==> config.mk <==
export PLATFORM = sky130hd
export DESIGN_NAME = ro_puf_array
export DESIGN_NICKNAME = d
export VERILOG_FILES = /design/src/rtl/ro_puf_pkg.sv /design/src/rtl/ro_edge_counter.sv /design/src/rtl/ro_puf_array.sv
export SDC_FILE = /design/constraint.sdc
export NUM_CORES = 1
export LEC_CHECK = 0
export ABC_CLOCK_PERIOD_IN_PS = 2800
export CAP_MARGIN = 5
export CORE_MARGIN = 2
export CORE_UTILIZATION = 57
export DETAILED_ROUTE_END_ITERATION = 8
export HOLD_SLACK_MARGIN = 0.06
export MAX_ROUTING_LAYER = met4
export PLACE_DENSITY_LB_ADDON = 0.1
export SLEW_MARGIN = 20
export SYNTH_ARGS = -nofsm -noshare
export SYNTH_HDL_FRONTEND = slang
export SYNTH_HIERARCHICAL = 1
export SYNTH_SLANG_ARGS = --single-unit
==> constraint.sdc <==
create_clock -name clk -period 2.8 [get_ports clk]
set_input_delay 0.7 -clock clk [delete_from_list [all_inputs] [get_ports clk]]
set_output_delay 0.7 -clock clk [all_outputs]
set_load 0.03 [all_outputs]
==> src/rtl/ro_puf_pkg.sv <==
// Shared definitions for the ring-oscillator PUF array: FSM state encoding,
// default parameter values and the index-width helper.
package ro_puf_pkg;

    localparam int DEF_NUM_RO    = 16;
    localparam int DEF_CNT_W     = 16;
    localparam int DEF_WINDOW    = 1024;
    localparam int DEF_RESP_BITS = 8;

    typedef enum logic [2:0] {
        ST_IDLE  = 3'd0,
        ST_CLEAR = 3'd1,
        ST_COUNT = 3'd2,
        ST_CMP   = 3'd3,
        ST_DONE  = 3'd4
    } puf_state_t;

    // Width of an index into n items, never narrower than one bit.
    function automatic int idx_width(input int n);
        return (n > 1) ? $clog2(n) : 1;
    endfunction

endpackage

==> src/rtl/ro_edge_counter.sv <==
// Synchronises one asynchronous oscillator, detects its rising edges and
// counts them into a saturating counter that can be cleared between windows.
module ro_edge_counter
    import ro_puf_pkg::*;
#(
    parameter int CNT_W = DEF_CNT_W
) (
    input  logic             clk,
    input  logic             rst_n,
    input  logic             ro_async,
    input  logic             clr,
    input  logic             en,
    output logic [CNT_W-1:0] cnt
);

    logic [1:0] sync;
    logic       prev;
    logic [1:0] armed;
    logic       rise;

    assign rise = sync[1] & ~prev;

    // NOTE: every register here is updated with <= so all flops sample the
    // values from before the edge; a blocking = would collapse the chain.
    always_ff @(posedge clk) begin
        if (rst_n) begin
            sync  <= '0;
            prev  <= 1'b0;
            armed <= '0;
            cnt   <= '0;
        end else begin
            sync <= {sync[0], ro_async};
            prev <= sync[1];
            if (clr) begin
                armed <= '0;
                cnt   <= '0;
            end else begin
                // Edges are ignored until the pipeline holds only samples of
                // the oscillator selected at the clear.
                armed <= {armed[0], 1'b1};
                if (en && armed[1] && rise && (cnt != '1))
                    cnt <= cnt + 1'b1;
            end
        end
    end

endmodule

==> src/rtl/ro_puf_array.sv <==
// Ring-oscillator PUF comparator: measures two selected oscillators per
// challenge bit and emits one response bit per comparison.
// Optional macro PUF_RAW_COUNT_EN adds raw_a/raw_b final-count outputs.
module ro_puf_array
    import ro_puf_pkg::*;
#(
    parameter int NUM_RO    = DEF_NUM_RO,
    parameter int CNT_W     = DEF_CNT_W,
    parameter int WINDOW    = DEF_WINDOW,
    parameter int RESP_BITS = DEF_RESP_BITS
) (
    input  logic                         clk,
    input  logic                         rst_n,
    input  logic                         ena,
    input  logic                         start,
    input  logic [idx_width(NUM_RO)-1:0] chal_a,
    input  logic [idx_width(NUM_RO)-1:0] chal_b,
    input  logic [NUM_RO-1:0]            ro_in,
    output logic [NUM_RO-1:0]            ro_en,
    output logic                         busy,
    output logic                         done,
    output logic [RESP_BITS-1:0]         resp
`ifdef PUF_RAW_COUNT_EN
    ,
    output logic [CNT_W-1:0]             raw_a,
    output logic [CNT_W-1:0]             raw_b
`endif
);

    localparam int IDX_W = idx_width(NUM_RO);
    localparam int K_W   = idx_width(RESP_BITS);
    localparam int WIN_W = $clog2(WINDOW + 1);

    puf_state_t        state;
    logic [IDX_W-1:0]  base_a;
    logic [IDX_W-1:0]  base_b;
    logic [IDX_W-1:0]  sel_a;
    logic [IDX_W-1:0]  sel_b;
    logic [K_W-1:0]    k;
    logic [WIN_W-1:0]  win_cnt;
    logic [CNT_W-1:0]  cnt_a;
    logic [CNT_W-1:0]  cnt_b;
    logic              ro_a;
    logic              ro_b;
    logic              cnt_clr;
    logic              cnt_en;
    logic              a_wins;
    logic              last_k;
    logic              win_end;

    // Index arithmetic wraps naturally because NUM_RO is a power of two.
    assign sel_a   = base_a + IDX_W'(k);
    assign sel_b   = base_b + IDX_W'(k);
    assign ro_a    = ro_in[sel_a];
    assign ro_b    = ro_in[sel_b];
    assign cnt_clr = (state == ST_CLEAR);
    assign cnt_en  = (state == ST_COUNT);
    assign a_wins  = (cnt_a > cnt_b);
    assign last_k  = (k == K_W'(RESP_BITS - 1));
    assign win_end = (win_cnt == WIN_W'(WINDOW - 1));
    assign busy    = (state != ST_IDLE);
    assign done    = (state == ST_DONE);

    // NOTE: ro_en is cleared before the conditional sets so every path
    // assigns it and no latch is inferred.
    always_comb begin
        ro_en = '0;
        if (state == ST_CLEAR || state == ST_COUNT || state == ST_CMP) begin
            ro_en[sel_a] = 1'b1;
            ro_en[sel_b] = 1'b1;
        end
    end

    ro_edge_counter #(.CNT_W(CNT_W)) u_cnt_a (
        .clk      (clk),
        .rst_n    (rst_n),
        .ro_async (ro_a),
        .clr      (cnt_clr),
        .en       (cnt_en),
        .cnt      (cnt_a)
    );

    ro_edge_counter #(.CNT_W(CNT_W)) u_cnt_b (
        .clk      (clk),
        .rst_n    (rst_n),
        .ro_async (ro_b),
        .clr      (cnt_clr),
        .en       (cnt_en),
        .cnt      (cnt_b)
    );

    always_ff @(posedge clk) begin
        if (rst_n) begin
            state   <= ST_IDLE;
            base_a  <= '0;
            base_b  <= '0;
            k       <= '0;
            win_cnt <= '0;
            resp    <= '0;
        end else begin
            unique case (state)
                ST_IDLE: begin
                    if (start && ena) begin
                        base_a <= chal_a;
                        base_b <= chal_b;
                        k      <= '0;
                        resp   <= '0;
                        state  <= ST_CLEAR;
                    end
                end
                ST_CLEAR: begin
                    win_cnt <= '0;
                    state   <= ST_COUNT;
                end
                ST_COUNT: begin
                    if (win_end)
                        state <= ST_CMP;
                    else
                        win_cnt <= win_cnt + 1'b1;
                end
                ST_CMP: begin
                    for (int i = 0; i < RESP_BITS; i++)
                        if (K_W'(i) == k)
                            resp[i] <= a_wins;
                    if (last_k) begin
                        state <= ST_DONE;
                    end else begin
                        k     <= k + 1'b1;
                        state <= ST_CLEAR;
                    end
                end
                ST_DONE: state <= ST_IDLE;
                default: state <= ST_IDLE;
            endcase
        end
    end

`ifdef PUF_RAW_COUNT_EN
    always_ff @(posedge clk) begin
        if (rst_n) begin
            raw_a <= '0;
            raw_b <= '0;
        end else if (state == ST_CMP) begin
            raw_a <= cnt_a;
            raw_b <= cnt_b;
        end
    end
`endif

endmodule

==> impl_metrics.ini <==
[power_and_ir_drop]
power.density_nw_per_um2 = 485.5
p_leak_uw = 0.002125
vdd_ir_drop_max_uv = 485.7

[logic_synthesis]
ys_top_cells_by_count = dfxtp_1 (75), a21oi_1 (63), nand2_1 (45), nand3_1 (36), nor2_1 (33)
mappedNetlistNets = 638
yosysMostFrequentCell = dfxtp_1
synthCells = 577
synth_cell_types = 60
synth_area_leaders = dfxtp_1 (32%), ha_1 (8.2%), a21oi_1 (6.7%), nand3_1 (3.8%), nand2_1 (3.6%)
synth_flop_cell = dfxtp_1
ys_seq_elements = 75
synth_edf_count = 0
yosysWarnings = 6
synth.avg_cell_area_um2 = 8.184
synth_top_cell_by_area = dfxtp_1
synth_seq_area_share_pct = 31.80
synth_area_um2 = 4722
ys_async_sr_fraction_pct = 0
synth_top_area_share_pct = 31.80

[detailed_routing]
drc = 0
drt-vias-per-instance = 6.248
drt_iter0_drc = 220
wirelength_um = 13790
vias = 4792
wire_per_inst_um = 17.98
drt-pass1-iter-count = 5
final_antenna_net_count = 0

[sta]
fin_crit_ps = 2906
fin_ws_ps = -106.0
slew_headroom_pct = 34.03
grt_setup_unrepaired = true
fin_crit_sh_pct = 103.8
hold_violations = 0
finClkSkew_ps = 8.689
worst_pin_slew_ps = 981.2
setup_violations = 16
drv_slew = 0
hold_ws_ps = 434.9
max_freq_ghz = 0.3441

[die]
core_um2 = 8134
die_y_um = 95.02
num_rows = 33
die_x_um = 95.02
die-area_um2 = 9028
start_util_pct = 58.05
boundaryPins = 54

[setup_path]
worstSetupStartpointType = flop
cpMaxStageDelayCell = fa_2
slowest_delay_ps = 390
path_cells = ha_4 > fa_2 > xnor2_2 > buf_4 > nand4_1 > a21oi_2 > buf_6
required_ps = 2100
crit_path_end_kind = primary output
critPathMaxFanout = 3
worstSetupPathType = flop to primary output
worst_ep_arrival_time_ps = 2210

[clocking]
clk_pin_slew_ps = 90
cts_made_buffers = 9
cts_root_buffer = clkbuf_8
postCtsHoldBufs = 0
cts_buffer_depth = 2
clock_latency_ps = 360
cts_max_level = 3
cts_tree = built
clock_sinks = 75

[placement]
pre_cts_ws_ps = 113.6
globalplace.congestion = 0.9102
io_buffers = 53
dp_hpwl_um = 8726

[finish]
diodes = 0
area_delta_synth_final_pct = 30.66
nFillCells = 547
multi_input_area_um2 = 3297
register_area_um2 = 1509
nNetsFinal = 718
drive_above_1_share_pct = 23.11

[global_routing]
grt_pass1_vias = 4621
gr-total-overflow = 0
grt_max_degree = 19
grt_antenna_before_repair = 0
grt_pass1_wl_um = 21510
grt_usage_pct = 31.24

[hold_path]
hold_class = flop to flop

[outcome]
status = finished, violations left
violations = setup timing

[job]
maxCapViolations = 0
[power breakdown]
| group | switching, uW | leakage [uW] | total [uW] | internal (uW) |
|---|---|---|---|---|
| Clock | 474 | 0.0000988 | 901 | 427 |
| Combinational | 536 | 0.00142 | 910 | 374 |
| Sequential | 67.1 | 0.000610 | 1180 | 1120 |
| Total | 1080 | 0.00213 | 3000 | 1920 |
[cells by family (layout without fill, tap and decap cells)]
| logic type | after synthesis | in the layout | synth area share [%] |
|---|---|---|---|
| compound gates | 146 | 146 | 19.42 |
| xor+xnor | 13 | 14 | 2.570 |
| fa+ha+maj | 33 | 33 | 9.062 |
| flops | 75 | 75 | 31.80 |
| buf+inv | 62 | 146 | 5.618 |
| mux | 14 | 14 | 3.842 |
| simple gates | 234 | 234 | 27.69 |
[critical path, delay by kind of cell (launching register included)]
family | cells | cell delay, ps
buffers and inverters | 2 | 300
xor gates and xnor gates | 1 | 230
adders and majority gates | 2 | 550
AOI/OAI and AO/OA | 1 | 210
and+or+nand+nor | 1 | 180
DFF | 1 | 380
[sequential cells by signal, indices dropped and copies added (netlist names), 3 cells and up]
| name | flops |
|---|---|
| base_b | 4 |
| state | 3 |
| u_cnt_a/cnt | 16 |
| base_a | 4 |
| win_cnt | 11 |
| u_cnt_b/cnt | 16 |
| k | 3 |
| resp | 8 |
[placed cells by master (no fill, tap or decap), types with 13 or more instances in the layout]
| cell type | Yosys | final |
|---|---|---|
| ha_1 | 31 | 25 |
| o21ai_0 | 21 | 21 |
| buf_6 | 3 | 14 |
| or4_1 | 18 | 18 |
| nor2_1 | 33 | 30 |
| or3_1 | 14 | 14 |
| buf_4 | 0 | 45 |
| clkdlybuf4s50_1 | 0 | 37 |
| nand3_1 | 36 | 24 |
| nand2_1 | 45 | 45 |
| o31ai_1 | 15 | 15 |
| inv_1 | 32 | 32 |
| nand4_1 | 13 | 13 |
| a21oi_1 | 63 | 51 |
| dfxtp_1 | 75 | 71 |
[final timing paths]
kind                    startpoint          endpoint  slack [ps]  cells past startpoint
hold / removal    u_cnt_b/armed[0]  u_cnt_b/armed[1]         430                      1
setup / recovery              k[0]          ro_en[3]        -110                      7
hold reg to reg   u_cnt_b/armed[0]  u_cnt_b/armed[1]         430                      1
setup reg to reg              k[0]   u_cnt_a/sync[0]         110                     13
[per-layer routing]
layer / share of wire, % / GRT usage (%) / vias to the layer above
li1: - / - / 2280
met1: 41 / 35.45 / 2291
met3: 5.0 / 5.059 / 46
met2: 51 / 54.20 / 175
met5: 0 / - / -
met4: 3.0 / 14.01 / 0
[per-stage QoR]
stage	TNS [ps]	utilization [%]	total power [uW]	std cells	cell area (um2)
2_1_floorplan	0	-	1739	577	4765
3_3_place_gp	0	66.74	1941	730	5429
3_5_place_dp	0	66.74	1958	730	5429
4_1_cts	-296.9	74.08	2915	760	6026
5_1_grt	-2230	75.85	3118	767	6170
6_report	-1031	75.85	2996	767	6170
[area by class of cell]
| class | instances | area share (%) |
|---|---|---|
| Sequential cell | 75 | 24.46 |
| Inverter | 32 | 1.947 |
| Clock inverter | 7 | 1.338 |
| Multi-Input combinational cell | 441 | 53.44 |
| Tap cell | 105 | 2.129 |
| Clock buffer | 9 | 2.008 |
| Timing Repair Buffer | 98 | 14.68 |
[what timing repair did]
item                       in CTS  in global routing
buffers inserted               14                  8
pin swaps                      25                 20
gates resized for setup        51                 18
setup endpoints to repair      16                 17
gates cloned                    1                  0
Note: power is estimated with default switching activity, not from simulation.
